[config.mk]
export PLATFORM = sky130hd
export DESIGN_NAME = relm_uart_tx_io
export DESIGN_NICKNAME = d
export VERILOG_FILES = /design/src/rtl/relm_uart_pkg.sv /design/src/rtl/relm_uart_tx_shifter.sv /design/src/rtl/relm_uart_tx_io.sv
export SDC_FILE = /design/constraint.sdc
export NUM_CORES = 1
export LEC_CHECK = 0
export BUFFER_PORTS_ARGS = -buffer_cell sky130_fd_sc_hd__buf_2
export CAP_MARGIN = 30
export CORE_ASPECT_RATIO = 1.75
export CORE_MARGIN = 1.5
export CORE_UTILIZATION = 55
export CTS_CLUSTER_SIZE = 40
export DETAILED_ROUTE_END_ITERATION = 10
export GPL_TIMING_DRIVEN = 0
export HOLD_SLACK_MARGIN = 0.15
export PLACE_DENSITY = 0.77
export REMOVE_ABC_BUFFERS = 1
export SYNTH_ARGS = -nofsm -noshare
export SYNTH_HDL_FRONTEND = slang
export SYNTH_SLANG_ARGS = --single-unit
export TNS_END_PERCENT = 5
[constraint.sdc]
create_clock -name clk -period 6.3 [get_ports clk]
set_input_delay 1.26 -clock clk [delete_from_list [all_inputs] [get_ports clk]]
set_output_delay 1.26 -clock clk [all_outputs]
set_load 0.02 [all_outputs]
[src/rtl/relm_uart_pkg.sv]
// rtl/relm_uart_pkg.sv - shared encodings and frame constants for the ReLM UART transmitter
package relm_uart_pkg;

  typedef enum logic [1:0] {
    ST_IDLE  = 2'd0,
    ST_START = 2'd1,
    ST_DATA  = 2'd2,
    ST_STOP  = 2'd3
  } tx_state_e;

  localparam int   FRAME_BITS = 10;
  localparam int   DATA_BITS  = FRAME_BITS - 2;
  localparam logic STOP_LEVEL = 1'b1;

endpackage

[src/rtl/relm_uart_tx_shifter.sv]
// rtl/relm_uart_tx_shifter.sv - 8N1 bit timer, frame FSM and shift register
module relm_uart_tx_shifter
  import relm_uart_pkg::*;
#(
  parameter int CLKDIV = 868,
  localparam int WCD   = $clog2(CLKDIV)
) (
  input  logic       clk,
  input  logic       rst_n,
  input  logic       ld_req,
  input  logic [7:0] ld_data,
  output logic       ld_ack,
  output logic       txd,
  output logic       active
);

  localparam logic [WCD-1:0] TMAX = WCD'(CLKDIV - 1);

  tx_state_e      state_q, state_d;
  logic [WCD-1:0] timer_q, timer_d;
  logic [2:0]     bit_q, bit_d;
  logic [7:0]     sh_q, sh_d;
  logic           txd_q, txd_d;
  logic           tick;

  assign tick   = (timer_q == TMAX);
  assign txd    = txd_q;
  assign active = (state_q != ST_IDLE);

  always_ff @(posedge clk or negedge rst_n) begin
    if (!rst_n) begin
      state_q <= ST_IDLE;
      timer_q <= '0;
      bit_q   <= '0;
      sh_q    <= '0;
      txd_q   <= STOP_LEVEL;
    end else begin
      state_q <= state_d;
      timer_q <= timer_d;
      bit_q   <= bit_d;
      sh_q    <= sh_d;
      txd_q   <= txd_d;
    end
  end

  always_comb begin
    state_d = state_q;
    timer_d = timer_q;
    bit_d   = bit_q;
    sh_d    = sh_q;
    ld_ack  = 1'b0;
    txd_d   = STOP_LEVEL;
    // Timer only ever wraps on a bit boundary, so frames stay exactly FRAME_BITS*CLKDIV long.
    if (state_q != ST_IDLE) timer_d = tick ? '0 : timer_q + 1'b1;
    case (state_q)
      ST_IDLE: begin
        if (ld_req) begin
          ld_ack  = 1'b1;
          sh_d    = ld_data;
          timer_d = '0;
          bit_d   = '0;
          state_d = ST_START;
        end
      end
      ST_START: if (tick) state_d = ST_DATA;
      ST_DATA: begin
        if (tick) begin
          sh_d  = sh_q >> 1;
          bit_d = bit_q + 1'b1;
          if (bit_q == 3'(DATA_BITS - 1)) state_d = ST_STOP;
        end
      end
      ST_STOP: begin
        if (tick) begin
          if (ld_req) begin
            ld_ack  = 1'b1;
            sh_d    = ld_data;
            bit_d   = '0;
            state_d = ST_START;
          end else begin
            state_d = ST_IDLE;
          end
        end
      end
      default: state_d = ST_IDLE;
    endcase
    // Line level is registered from the next state so txd never glitches.
    case (state_d)
      ST_START: txd_d = ~STOP_LEVEL;
      ST_DATA:  txd_d = sh_d[0];
      default:  txd_d = STOP_LEVEL;
    endcase
  end

endmodule

[src/rtl/relm_uart_tx_io.sv]
// rtl/relm_uart_tx_io.sv - buffered UART transmitter on a ReLM PUSH port with POP status
module relm_uart_tx_io
  import relm_uart_pkg::*;
#(
  parameter int WD     = 32,
  parameter int WAD    = 4,
  parameter int CLKDIV = 868
) (
  input  logic        clk,
  input  logic        rst_n,
  input  logic [WD:0] push_d,
  output logic        push_retry,
  input  logic [WD:0] pop_d,
  output logic [WD:0] pop_q,
  output logic        txd
);

  localparam int DEPTH = 2 ** WAD;

  logic [7:0]   mem_q [DEPTH];
  logic [7:0]   rd_data_q;
  logic         rd_vld_q, rd_vld_d;
  logic [WAD:0] wr_ptr_q, wr_ptr_d;
  logic [WAD:0] rd_ptr_q, rd_ptr_d;
  logic [WAD:0] count_q, count_d;
  logic         full, enq, deq, active, busy;
  logic         unused_bits;

  assign unused_bits = ^{pop_d, push_d[WD-1:8]};

  assign full       = (wr_ptr_q[WAD] != rd_ptr_q[WAD]) &&
                      (wr_ptr_q[WAD-1:0] == rd_ptr_q[WAD-1:0]);
  assign push_retry = push_d[WD] & full & ~deq;
  assign enq        = push_d[WD] & ~push_retry;

  assign wr_ptr_d = wr_ptr_q + {{WAD{1'b0}}, enq};
  assign rd_ptr_d = rd_ptr_q + {{WAD{1'b0}}, deq};

  always_comb begin
    count_d = count_q;
    if (enq && !deq)      count_d = count_q + 1'b1;
    else if (!enq && deq) count_d = count_q - 1'b1;
  end

  // Head data is only trustworthy if that entry was written before this edge.
  assign rd_vld_d = (count_q > {{WAD{1'b0}}, deq});

  always_ff @(posedge clk or negedge rst_n) begin
    if (!rst_n) begin
      wr_ptr_q <= '0;
      rd_ptr_q <= '0;
      count_q  <= '0;
      rd_vld_q <= 1'b0;
    end else begin
      wr_ptr_q <= wr_ptr_d;
      rd_ptr_q <= rd_ptr_d;
      count_q  <= count_d;
      rd_vld_q <= rd_vld_d;
    end
  end

  always_ff @(posedge clk) begin
    if (enq) mem_q[wr_ptr_q[WAD-1:0]] <= push_d[7:0];
    rd_data_q <= mem_q[rd_ptr_d[WAD-1:0]];
  end

  relm_uart_tx_shifter #(.CLKDIV(CLKDIV)) u_shifter (
    .clk     (clk),
    .rst_n   (rst_n),
    .ld_req  (rd_vld_q),
    .ld_data (rd_data_q),
    .ld_ack  (deq),
    .txd     (txd),
    .active  (active)
  );

  assign busy = active | (count_q != '0);

  always_comb begin
    pop_q          = '0;
    pop_q[WAD+1]   = busy;
    pop_q[WAD:0]   = count_q;
  end

endmodule

==> flow_summary.yaml <==
power_and_ir_drop:
  p_leak_uw: 0.00309
  max-vdd-ir-drop_v: 0.000192
  switchingPower_uw: 784
  p_per_area_nw_per_um2: 339
  switching_share_pct: 27.4
  p_comb_share_pct: 11.8
  p_seq_share_pct: 51.0
  p_clk_share_pct: 37.2
  p_int_uw: 2080
setup_path:
  cp-start-kind: "register"
  reg2reg_depth: 10
  cp-endpoint: "push_retry"
  end_kind: "primary output"
  setup.worst_path.start: "u_shifter.state_q[0]$_DFF_PN0_"
  worstPathRequired_ps: 5040
  worstSetupPathType: "reg -> out"
  reg2reg_slack_ps: 2500
  critical_path_peak_fanout: 11
  crit_arrival_ps: 2560
  r2r-end: "rd_data_q[6]$_DFF_P_"
  r2r-start: "u_shifter.state_q[0]$_DFF_PN0_"
logic_synthesis:
  synth-compound-area-share_pct: 5.45
  synth_warnings: 0
  synth.distinct_cells: 54
  synth-simple-area-share_pct: 6.33
  synth_seq_area_share_pct: 65.5
  syn_area_um2: 7650
  ys_ff_latch: 176
  async_flop_share_pct: 22.7
  synth_top_family_by_area: "multiplexers"
  ys.flop_type: "edfxtp_1"
  avgSynthCellArea_um2: 15.6
  muxShareOfSynthArea_pct: 11.9
  synthCells: 491
  synth_fa_ha_area_share_pct: 3.21
  synth_xor_area_share_pct: 2.75
  synth_edf_count: 128
timing:
  max_freq_mhz: 262
  finalHoldViolations: 0
  rsz0062_at_grt: "no"
  setup_tns_ps: 0
  tightest_slew_ps: 949
  finalSetupViolations: 0
  slew-limit-headroom_pct: 36.5
  fin_skew_ps: 13.6
  period_share_pct: 60.6
  finalMaxSlewViolations: 0
  finalCriticalPeriod_ps: 3820
  fin_hold_ws_ps: 500
status:
  status: "finished, final reports clean"
clock_network:
  clockBufferDepth: 2
  clkTransAtPathRegs_ps: 70
  numCtsBuffers: 17
  cts_root_buf: "clkbuf_16"
  cts-resized-gates: 0
  cts_hold_buffers: 0
  clk_latency_ps: 430
  htreeDepth: 4
  tritoncts: "yes"
  cts_sinks: 176
  cts_setup_buffers: 0
drt:
  wl_um: 14000
  num_vias: 3995
  drtIter0Drc: 157
  first_pass_iters: 5
  drcViolationCount: 0
  wl_per_cell_um: 20.2
  routed_via_density: 5.76
  final_antenna_net_count: 0
global_route:
  grt_overflow: 0
  antenna_found_initial: 0
  grt_pass1_vias: 4205
  grt_usage_pct: 20.3
  grt_max_degree: 41
  grt_first_pass_wirelength_um: 22300
die:
  ios: 103
  coreArea_um2: 13500
  die_width_um: 92.1
  fp.dieH_um: 159
  dieArea_um2: 14600
  start_util_pct: 56.5
  num_rows: 56
cells_and_area:
  mostFrequentLayoutCell: "edfxtp_1"
  final_cell_mix: "128 x edfxtp_1, 39 x dfrtp_1, 32 x mux4_2"
  layout.nets: 594
  drive_gt1_share_pct: 20.0
  area_growth_pct: 10.2
  diodes: 0
worst_hold_path:
  holdCritPathClass: "reg -> reg"
  hold_depth: 1
placement:
  portBuffers: 18
  place.gp.congestion: 0.829
  hpwl_um: 9330
job:
  maxCapViolations: 0
-- synthesized netlist by cell type (2+ instances only) --
| library cell | number | area (um^2) |
|---|---|---|
| xnor2_1 | 12 | 105 |
| dfrtp_1 | 39 | 976 |
| and3_1 | 2 | 12.5 |
| a22o_1 | 2 | 17.5 |
| buf_2 | 7 | 35.0 |
| a211oi_1 | 8 | 60.1 |
| nand2b_1 | 3 | 18.8 |
| buf_4 | 29 | 218 |
| dfxtp_1 | 8 | 160 |
| clkbuf_1 | 15 | 56.3 |
| a21o_1 | 3 | 22.5 |
| mux2i_1 | 10 | 100 |
| nor3_1 | 6 | 30.0 |
| a21oi_1 | 14 | 70.1 |
| nand3_1 | 10 | 50.1 |
| a32oi_1 | 6 | 52.6 |
| nor2_1 | 28 | 105 |
| nand4b_1 | 2 | 17.5 |
| nand2_1 | 21 | 78.8 |
| edfxtp_1 | 128 | 3840 |
| xor2_1 | 12 | 105 |
| o31ai_1 | 8 | 60.1 |
| ha_1 | 18 | 225 |
| mux4_2 | 32 | 721 |
| mux2_2 | 8 | 90.1 |
| inv_1 | 15 | 56.3 |
| nand4_1 | 2 | 12.5 |
| nor2b_1 | 10 | 62.6 |
| o21ai_0 | 8 | 40.0 |
-- per-layer routing --
| metal | vias up | GRT usage, % | share of wire (%) |
|---|---|---|---|
| met1 | 2053 | 22.0 | 36 |
| met5 | - | 0 | 0 |
| met2 | 84 | 38.6 | 59 |
| met4 | 0 | 7.76 | 2.0 |
| li1 | 1835 | - | - |
| met3 | 23 | 3.44 | 2.5 |
-- per-stage QoR --
stage | power, uW | setup slack (ps) | area [um^2] | util [%] | instances
finish | 2860 | 2480 | 8420 | 62.3 | 694
global placement | 1790 | 1450 | 7740 | 57.2 | 657
global route | 2960 | 2300 | 8420 | 62.3 | 694
detailed placement | 1820 | 2540 | 7810 | 57.8 | 662
CTS | 2880 | 2470 | 8420 | 62.3 | 694
floorplan | 1690 | 2390 | 7430 | - | 465
-- worst min-delay path by stage --
stage / from / to / slack [ps]
floorplan: rd_ptr_q[4]$_DFF_PN0_ / rd_ptr_q[4]$_DFF_PN0_ / 460
global placement: count_q[4]$_DFFE_PN0P_ / count_q[4]$_DFFE_PN0P_ / 480
detailed placement: count_q[4]$_DFFE_PN0P_ / count_q[4]$_DFFE_PN0P_ / 490
CTS: count_q[4]$_DFFE_PN0P_ / count_q[4]$_DFFE_PN0P_ / 500
global route: count_q[4]$_DFFE_PN0P_ / count_q[4]$_DFFE_PN0P_ / 510
finish: count_q[4]$_DFFE_PN0P_ / count_q[4]$_DFFE_PN0P_ / 500
-- worst max-delay path, stage by stage, from the launching register on --
cell,delay [ps]
dfrtp_1,480
inv_1,120
ha_1,330
a41o_1,400
a311o_2,500
nor2_1,130
buf_2,180
-- power groups by stage --
stage | logic (uW) | registers [uW] | clock network [uW]
final | 339 | 1460 | 1060
after CTS | 342 | 1460 | 1080
after global routing | 369 | 1470 | 1120
after global placement | 321 | 1470 | 0
after detailed placement | 338 | 1480 | 0
after floorplan | 220 | 1470 | 0
-- registers in the layout, indices dropped and copies added (netlist names) --
signal and flops:
rd_ptr_q 5, u_shifter.txd 1, rd_data_q 8, u_shifter.state_q 2, rd_vld_q 1, u_shifter.bit_q 3
wr_ptr_q 5, u_shifter.sh_q 8, count_q 5, mem_q 128, u_shifter.timer_q 10
-- cell families after synthesis --
group	after synthesis
flops	176
simple gates	94
buf+inv	67
compound gates	60
mux	50
xor+xnor	24
fa+ha+maj	19
other cells	1
-- area by class of cell --
type / instances / area [um^2]
Sequential cell: 176 / 5010
Multi-Input combinational cell: 274 / 2390
Timing Repair Buffer: 23 / 143
Inverter: 15 / 56.3
Fill cell: 938 / 5100
Clock inverter: 15 / 188
Clock buffer: 17 / 425
Tap cell: 174 / 218
No activity file was read; power rests on OpenSTA's default activity.
